**src/rtl/fetch_pkg.sv**
```systemverilog
`default_nettype none
// +--------------------------------------------------------------------+
// | fetch_pkg                                                          |
// | Shared types and defaults for the instruction fetch controller:   |
// | FSM state encoding, bus width defaults, reset PC and NOP word.    |
// | Revision: 1.0                                                      |
// +--------------------------------------------------------------------+
package fetch_pkg;

  // Encoding is visible on the state output, so the values are fixed.
  typedef enum logic [1:0] {
    ST_IDLE   = 2'b00,
    ST_FETCH  = 2'b01,
    ST_DRAIN  = 2'b10,
    ST_HALTED = 2'b11
  } fetch_state_e;

  localparam int          PC_W_DEFAULT     = 8;
  localparam int          INSTR_W_DEFAULT  = 16;
  localparam logic [7:0]  RESET_PC_DEFAULT = 8'h00;
  localparam logic [15:0] NOP              = 16'h0000;
  localparam logic [15:0] FETCH_COUNT_MAX  = 16'hFFFF;

endpackage : fetch_pkg
`default_nettype wire

```
**src/rtl/instr_fetch_ctrl.sv**
```systemverilog
`default_nettype none
// +--------------------------------------------------------------------+
// | instr_fetch_ctrl                                                   |
// | Owns the program counter, addresses the combinational instruction |
// | ROM, captures words into the instruction register and hands them  |
// | to decode with valid/ready. Handles redirects and run/halt.       |
// | Revision: 1.0                                                      |
// +--------------------------------------------------------------------+
module instr_fetch_ctrl
  import fetch_pkg::*;
#(
  parameter int              PC_W     = PC_W_DEFAULT,
  parameter int              INSTR_W  = INSTR_W_DEFAULT,
  parameter logic [PC_W-1:0] RESET_PC = PC_W'(RESET_PC_DEFAULT)
) (
  input  logic               clk,
  input  logic               reset,
  output logic [PC_W-1:0]    rom_addr,
  input  logic [INSTR_W-1:0] rom_data,
  input  logic               run,
  input  logic               halt_req,
  input  logic               redirect_valid,
  input  logic [PC_W-1:0]    redirect_pc,
  output logic [INSTR_W-1:0] ir,
  output logic [PC_W-1:0]    ir_pc,
  output logic               ir_valid,
  input  logic               ir_ready,
  output logic [1:0]         state,
  output logic [15:0]        fetch_count
);

  fetch_state_e       state_q, state_d;
  logic [PC_W-1:0]    pc_q, pc_d;
  logic [INSTR_W-1:0] ir_q, ir_d;
  logic [PC_W-1:0]    ir_pc_q, ir_pc_d;
  logic               ir_valid_q, ir_valid_d;
  logic [15:0]        fetch_count_q, fetch_count_d;
  logic               load;

  // Next-state logic: redirect wins over everything, then per-state control.
  always_comb begin
    state_d       = state_q;
    pc_d          = pc_q;
    ir_d          = ir_q;
    ir_pc_d       = ir_pc_q;
    ir_valid_d    = ir_valid_q;
    fetch_count_d = fetch_count_q;
    load          = 1'b0;

    if (redirect_valid) begin
      // The ROM word addressed this cycle belongs to the old stream; drop it.
      pc_d       = redirect_pc;
      ir_valid_d = 1'b0;
      if (state_q == ST_DRAIN) begin
        state_d = ST_HALTED;
      end
    end else begin
      unique case (state_q)
        ST_IDLE: begin
          if (run) begin
            state_d = ST_FETCH;
          end
        end
        ST_FETCH: begin
          if (halt_req) begin
            // An instruction stuck on backpressure must still reach decode.
            if (ir_valid_q && !ir_ready) begin
              state_d = ST_DRAIN;
            end else begin
              state_d = ST_HALTED;
            end
          end else if (!ir_valid_q || ir_ready) begin
            load = 1'b1;
          end
        end
        ST_DRAIN: begin
          if (ir_ready) begin
            state_d = ST_HALTED;
          end
        end
        ST_HALTED: begin
          if (run && !halt_req) begin
            state_d = ST_FETCH;
          end
        end
        default: state_d = ST_IDLE;
      endcase

      if (load) begin
        ir_d       = rom_data;
        ir_pc_d    = pc_q;
        ir_valid_d = 1'b1;
        pc_d       = pc_q + PC_W'(1);
        if (fetch_count_q != FETCH_COUNT_MAX) begin
          fetch_count_d = fetch_count_q + 16'd1;
        end
      end else if (ir_valid_q && ir_ready) begin
        ir_valid_d = 1'b0;
      end
    end
  end

  // State and datapath registers with synchronous reset.
  always_ff @(posedge clk) begin
    if (reset) begin
      state_q       <= ST_IDLE;
      pc_q          <= RESET_PC;
      ir_q          <= INSTR_W'(NOP);
      ir_pc_q       <= '0;
      ir_valid_q    <= 1'b0;
      fetch_count_q <= '0;
    end else begin
      state_q       <= state_d;
      pc_q          <= pc_d;
      ir_q          <= ir_d;
      ir_pc_q       <= ir_pc_d;
      ir_valid_q    <= ir_valid_d;
      fetch_count_q <= fetch_count_d;
    end
  end

  assign rom_addr    = pc_q;
  assign ir          = ir_q;
  assign ir_pc       = ir_pc_q;
  assign ir_valid    = ir_valid_q;
  assign state       = state_q;
  assign fetch_count = fetch_count_q;

endmodule : instr_fetch_ctrl
`default_nettype wire

```
**config.mk**
```make
export PLATFORM = sky130hd
export DESIGN_NAME = instr_fetch_ctrl
export DESIGN_NICKNAME = d
export VERILOG_FILES = /design/src/rtl/fetch_pkg.sv /design/src/rtl/instr_fetch_ctrl.sv
export SDC_FILE = /design/constraint.sdc
export NUM_CORES = 1
export LEC_CHECK = 0
export BUFFER_PORTS_ARGS = -buffer_cell sky130_fd_sc_hd__buf_2
export CAP_MARGIN = 20
export CORE_ASPECT_RATIO = 1.75
export CORE_UTILIZATION = 49
export DETAILED_ROUTE_END_ITERATION = 6
export GPL_ROUTABILITY_DRIVEN = 0
export PLACE_DENSITY_LB_ADDON = 0.1
export SLEW_MARGIN = 0
export SYNTH_ARGS = -nofsm -noshare
export SYNTH_HDL_FRONTEND = slang
export SYNTH_SLANG_ARGS = --single-unit
```
**constraint.sdc**
```tcl
create_clock -name clk -period 2.6 [get_ports clk]
set_input_delay 0.13 -clock clk [delete_from_list [all_inputs] [get_ports clk]]
set_output_delay 0.13 -clock clk [all_outputs]
set_load 0.01 [all_outputs]
```
==> impl_metrics.env <==
export IMPL_firstDrtPassIters=5
export IMPL_min_to="ir[2]"
export IMPL_finalMaxSlewViolations=0
export IMPL_grt_pass1_vias=1906
export IMPL_crit_path_max_fanout=13
export IMPL_max_slew_worst_pin_slew_ns=0.635
export IMPL_postRouteWirelength_um=4880
export IMPL_post_cts_repair_setup_buffers=0
export IMPL_post_synth_cell_area_avg_um2=8.22
export IMPL_dieWidth_um=53.3
export IMPL_cts_root_buf="sky130_fd_sc_hd__clkbuf_8"
export IMPL_synth_top_cell_area_share_pct=45.3
export IMPL_seq_area_frac_synth_pct=45.3
export IMPL_kind_of_path_behind_the_tightest_hold_check="input pin to flop"
export IMPL_fmax_mhz=438
export IMPL_clock_skew_final_ns=0.00690
export IMPL_worstPathCellList="inv_1 -> ha_1 -> nand2b_1 -> or3_4 -> or4_4 -> or3_1 -> a21oi_1"
export IMPL_register_area_mm2=0.00102
export IMPL_slowest_delay_ns=0.59
export IMPL_post_cts_resize_count=0
export IMPL_n_fill_cell=437
export IMPL_outcome="completed"
export IMPL_grt_util_all_layers_pct=21.5
export IMPL_synth_cells=274
export IMPL_numCtsBuffers=5
export IMPL_criticalPathCategory="flop to flop"
export IMPL_antenna_diode_count=0
export IMPL_io_pins=81
export IMPL_area_of_the_multi_input_gates_mm2=0.00114
export IMPL_dp_hpwl_um=3540
export IMPL_core_mm2=0.00440
export IMPL_tritoncts="done"
export IMPL_slowest_stage="sky130_fd_sc_hd__or4_4"
export IMPL_place_port_buffers=80
export IMPL_critPathLaunchType="flop"
export IMPL_crit_reg2reg_launch="state[1]"
export IMPL_totalNegativeSetupSlack_ns=0
export IMPL_p_leak_uw=0.00123
export IMPL_synth_area_mm2=0.00225
export IMPL_synth_seq_cells=51
export IMPL_ant_nets=0
export IMPL_htree_levels=2
export IMPL_power_density_mw_per_mm2=556
export IMPL_cts_clk_slew_worst_paths_ns=0.09
export IMPL_ir_worst_vdd_mv=0.483
export IMPL_place_detailed_instances=395
export IMPL_grt_pass1_wl_um=8120
export IMPL_fp_row_count=32
export IMPL_layout_area_overhead_vs_synth_pct=24.2
export IMPL_synth_area_leader="sky130_fd_sc_hd__dfxtp_1"
export IMPL_rrSetupSlack_ns=0.32
export IMPL_die_y_um=91.7
export IMPL_cp_required_ns=2.83
export IMPL_ys_top_cells_by_area="sky130_fd_sc_hd__dfxtp_1 45%, sky130_fd_sc_hd__nand2_1 9.7%, sky130_fd_sc_hd__a21oi_1 7.6%, sky130_fd_sc_hd__xnor2_1 3.9%, sky130_fd_sc_hd__xor2_1 3.5%"
export IMPL_numClockSinks=51
export IMPL_antenna_violations_before_repair=0
export IMPL_max_slew_margin_rel_pct=57.7
export IMPL_timing_critical_path_arrival_ns=2.51
export IMPL_drt_drc_violations_left=0
export IMPL_vias_per_cell=5.24
export IMPL_grt_overflow_total=0
export IMPL_synth_nets=310
export IMPL_layout_min_cycle_time_ns=2.28
export IMPL_yosys_warnings=0
export IMPL_path_depth_of_the_worst_reg2reg_path=7
export IMPL_report_final_hold_viol_count=0
export IMPL_fraction_of_final_layout_cells_sized_beyond_drive_strength_1_pct=28.7
export IMPL_hold_path_startpoint="rom_data[2]"
export IMPL_end_kind="flop"
export IMPL_post_route_period_util_pct=87.7
export IMPL_r2r_end="fetch_count[15]"
export IMPL_num_vias=2111
export IMPL_cts_max_path_buffers=2
export IMPL_grt_start_max_net_pins=36
export IMPL_floorplan_die_area_mm2=0.00488
export IMPL_cts_hold_repair_buffers=0
export IMPL_clkLatencyLatePin_ns=0.30
export IMPL_finish_net_count=387
export IMPL_endpoints_failing_setup=0
export IMPL_grt_setup_unrepaired="false"
export IMPL_final_cell_count_no_fill=403
export IMPL_hold_path_stages=3
export IMPL_cap_viol_max_count=0
export IMPL_post_drt_wl_per_cell_um=12.1
export IMPL_detail_route_iter0_violations=37
export IMPL_synth_distinct_cells=37
export IMPL_starting_density_pct=51.2
[logic make-up after synthesis]
logic type | Yosys count | synth area share, %
AOI/OAI and AO/OA | 54 | 13.8
muxes | 2 | 0.888
adders and majority gates | 6 | 3.33
DFF | 51 | 45.3
xor gates and xnor gates | 19 | 7.38
buffers and inverters | 25 | 4.50
and+or+nand+nor | 117 | 24.8
[where the power goes]
part | switching, uW | leakage (uW) | internal (uW) | total [uW]
clock | 262 | 0.0000474 | 217 | 480
sequential | 29.6 | 0.000413 | 813 | 843
combinational | 136 | 0.000768 | 98.7 | 235
[flip-flops by register name, summed over array words and instances (netlist names)]
signal       flops
ir_valid         1
ir              16
ir_pc            8
fetch_count     16
state            2
rom_addr         8
[layout make-up]
class | count | area share, %
Multi-Input combinational cell | 198 | 40.6
Sequential cell | 51 | 36.5
Timing Repair Buffer | 86 | 15.9
Clock buffer | 6 | 2.95
Tap cell | 51 | 2.28
Inverter | 9 | 1.21
Clock inverter | 2 | 0.581
[metrics by stage]
stage	hold WS [ns]	total power (uW)	instance area [um2]	util, %	setup slack, ns
after global routing	0.0543	1640	2800	63.6	0.213
final	0.0518	1560	2800	63.6	0.319
after global placement	0.368	1090	2700	61.3	0.440
after detailed placement	0.375	1100	2700	61.3	0.368
after floorplan	0.266	1010	2250	-	0.537
after CTS	0.0451	1580	2800	63.6	0.321
[cells in the final DEF (no fill, tap or decap), types with 3 or more instances in the layout]
master                     count
sky130_fd_sc_hd__nor3_1        4
sky130_fd_sc_hd__o21ai_0       6
sky130_fd_sc_hd__and3_1        4
sky130_fd_sc_hd__nand2_1      58
sky130_fd_sc_hd__inv_1         9
sky130_fd_sc_hd__nor2_1       19
sky130_fd_sc_hd__a21oi_1      34
sky130_fd_sc_hd__buf_2        80
sky130_fd_sc_hd__o21a_1        3
sky130_fd_sc_hd__xor2_1        9
sky130_fd_sc_hd__xnor2_1      10
sky130_fd_sc_hd__dfxtp_1      51
sky130_fd_sc_hd__nand3_1       7
sky130_fd_sc_hd__ha_1          6
sky130_fd_sc_hd__nand4_1       5
sky130_fd_sc_hd__a211oi_1      3
sky130_fd_sc_hd__nor4_1        3
sky130_fd_sc_hd__clkbuf_8      6
sky130_fd_sc_hd__buf_4         6
[critical path: cells and delay by family, from the launching register on]
family          cells  cell delay [ns]
buf+inv             1             0.11
flops               1             0.35
simple gates        4             1.42
compound gates      1             0.14
fa+ha+maj           1             0.19
[synth_stat cells]
cell type                   instances
sky130_fd_sc_hd__clkbuf_1          15
sky130_fd_sc_hd__o31ai_1            1
sky130_fd_sc_hd__a211oi_1           3
sky130_fd_sc_hd__a21o_1             1
sky130_fd_sc_hd__a21oi_1           34
sky130_fd_sc_hd__and4bb_2           1
sky130_fd_sc_hd__a2111oi_0          1
sky130_fd_sc_hd__ha_1               6
sky130_fd_sc_hd__xnor2_1           10
sky130_fd_sc_hd__nor4b_1            2
sky130_fd_sc_hd__nor2_1            19
sky130_fd_sc_hd__o21a_1             3
sky130_fd_sc_hd__or4_4              1
sky130_fd_sc_hd__inv_1              9
sky130_fd_sc_hd__or3_1              2
sky130_fd_sc_hd__buf_6              1
sky130_fd_sc_hd__o211ai_1           2
sky130_fd_sc_hd__mux2i_1            2
sky130_fd_sc_hd__nand3b_1           1
sky130_fd_sc_hd__o2111ai_1          2
sky130_fd_sc_hd__nor2b_4            1
sky130_fd_sc_hd__nand2_1           58
sky130_fd_sc_hd__and3_1             4
sky130_fd_sc_hd__nand2b_1           2
sky130_fd_sc_hd__a31o_2             1
sky130_fd_sc_hd__xor2_1             9
sky130_fd_sc_hd__or3_4              1
sky130_fd_sc_hd__and4_1             1
sky130_fd_sc_hd__dfxtp_1           51
sky130_fd_sc_hd__nand3_1            7
sky130_fd_sc_hd__nor3_1             5
sky130_fd_sc_hd__nor2b_1            1
sky130_fd_sc_hd__nor4_1             3
sky130_fd_sc_hd__o21ai_0            6
sky130_fd_sc_hd__or2_2              1
sky130_fd_sc_hd__nand4_1            5
sky130_fd_sc_hd__nor3b_1            2
[how the worst max path moves through the flow]
stage	from	slack, ns	endpoint	cells past startpoint
CTS	state[1]	0.32	fetch_count[15]	7
global route	state[1]	0.21	fetch_count[15]	7
floorplan	state[0]	0.54	fetch_count[15]	6
detailed placement	state[1]	0.37	fetch_count[13]	7
finish	state[1]	0.32	fetch_count[15]	7
global placement	state[1]	0.44	fetch_count[15]	7
[layer usage]
layer / share of wire (%) / track usage (%) / up-vias
met1: 40 / 23.1 / 957
met5: 0 / 0 / -
met3: 5.4 / 4.64 / 8
met4: 1.9 / 8.55 / 0
met2: 52 / 38.2 / 63
li1: - / - / 1083
Note: power is estimated with default switching activity, not from simulation.
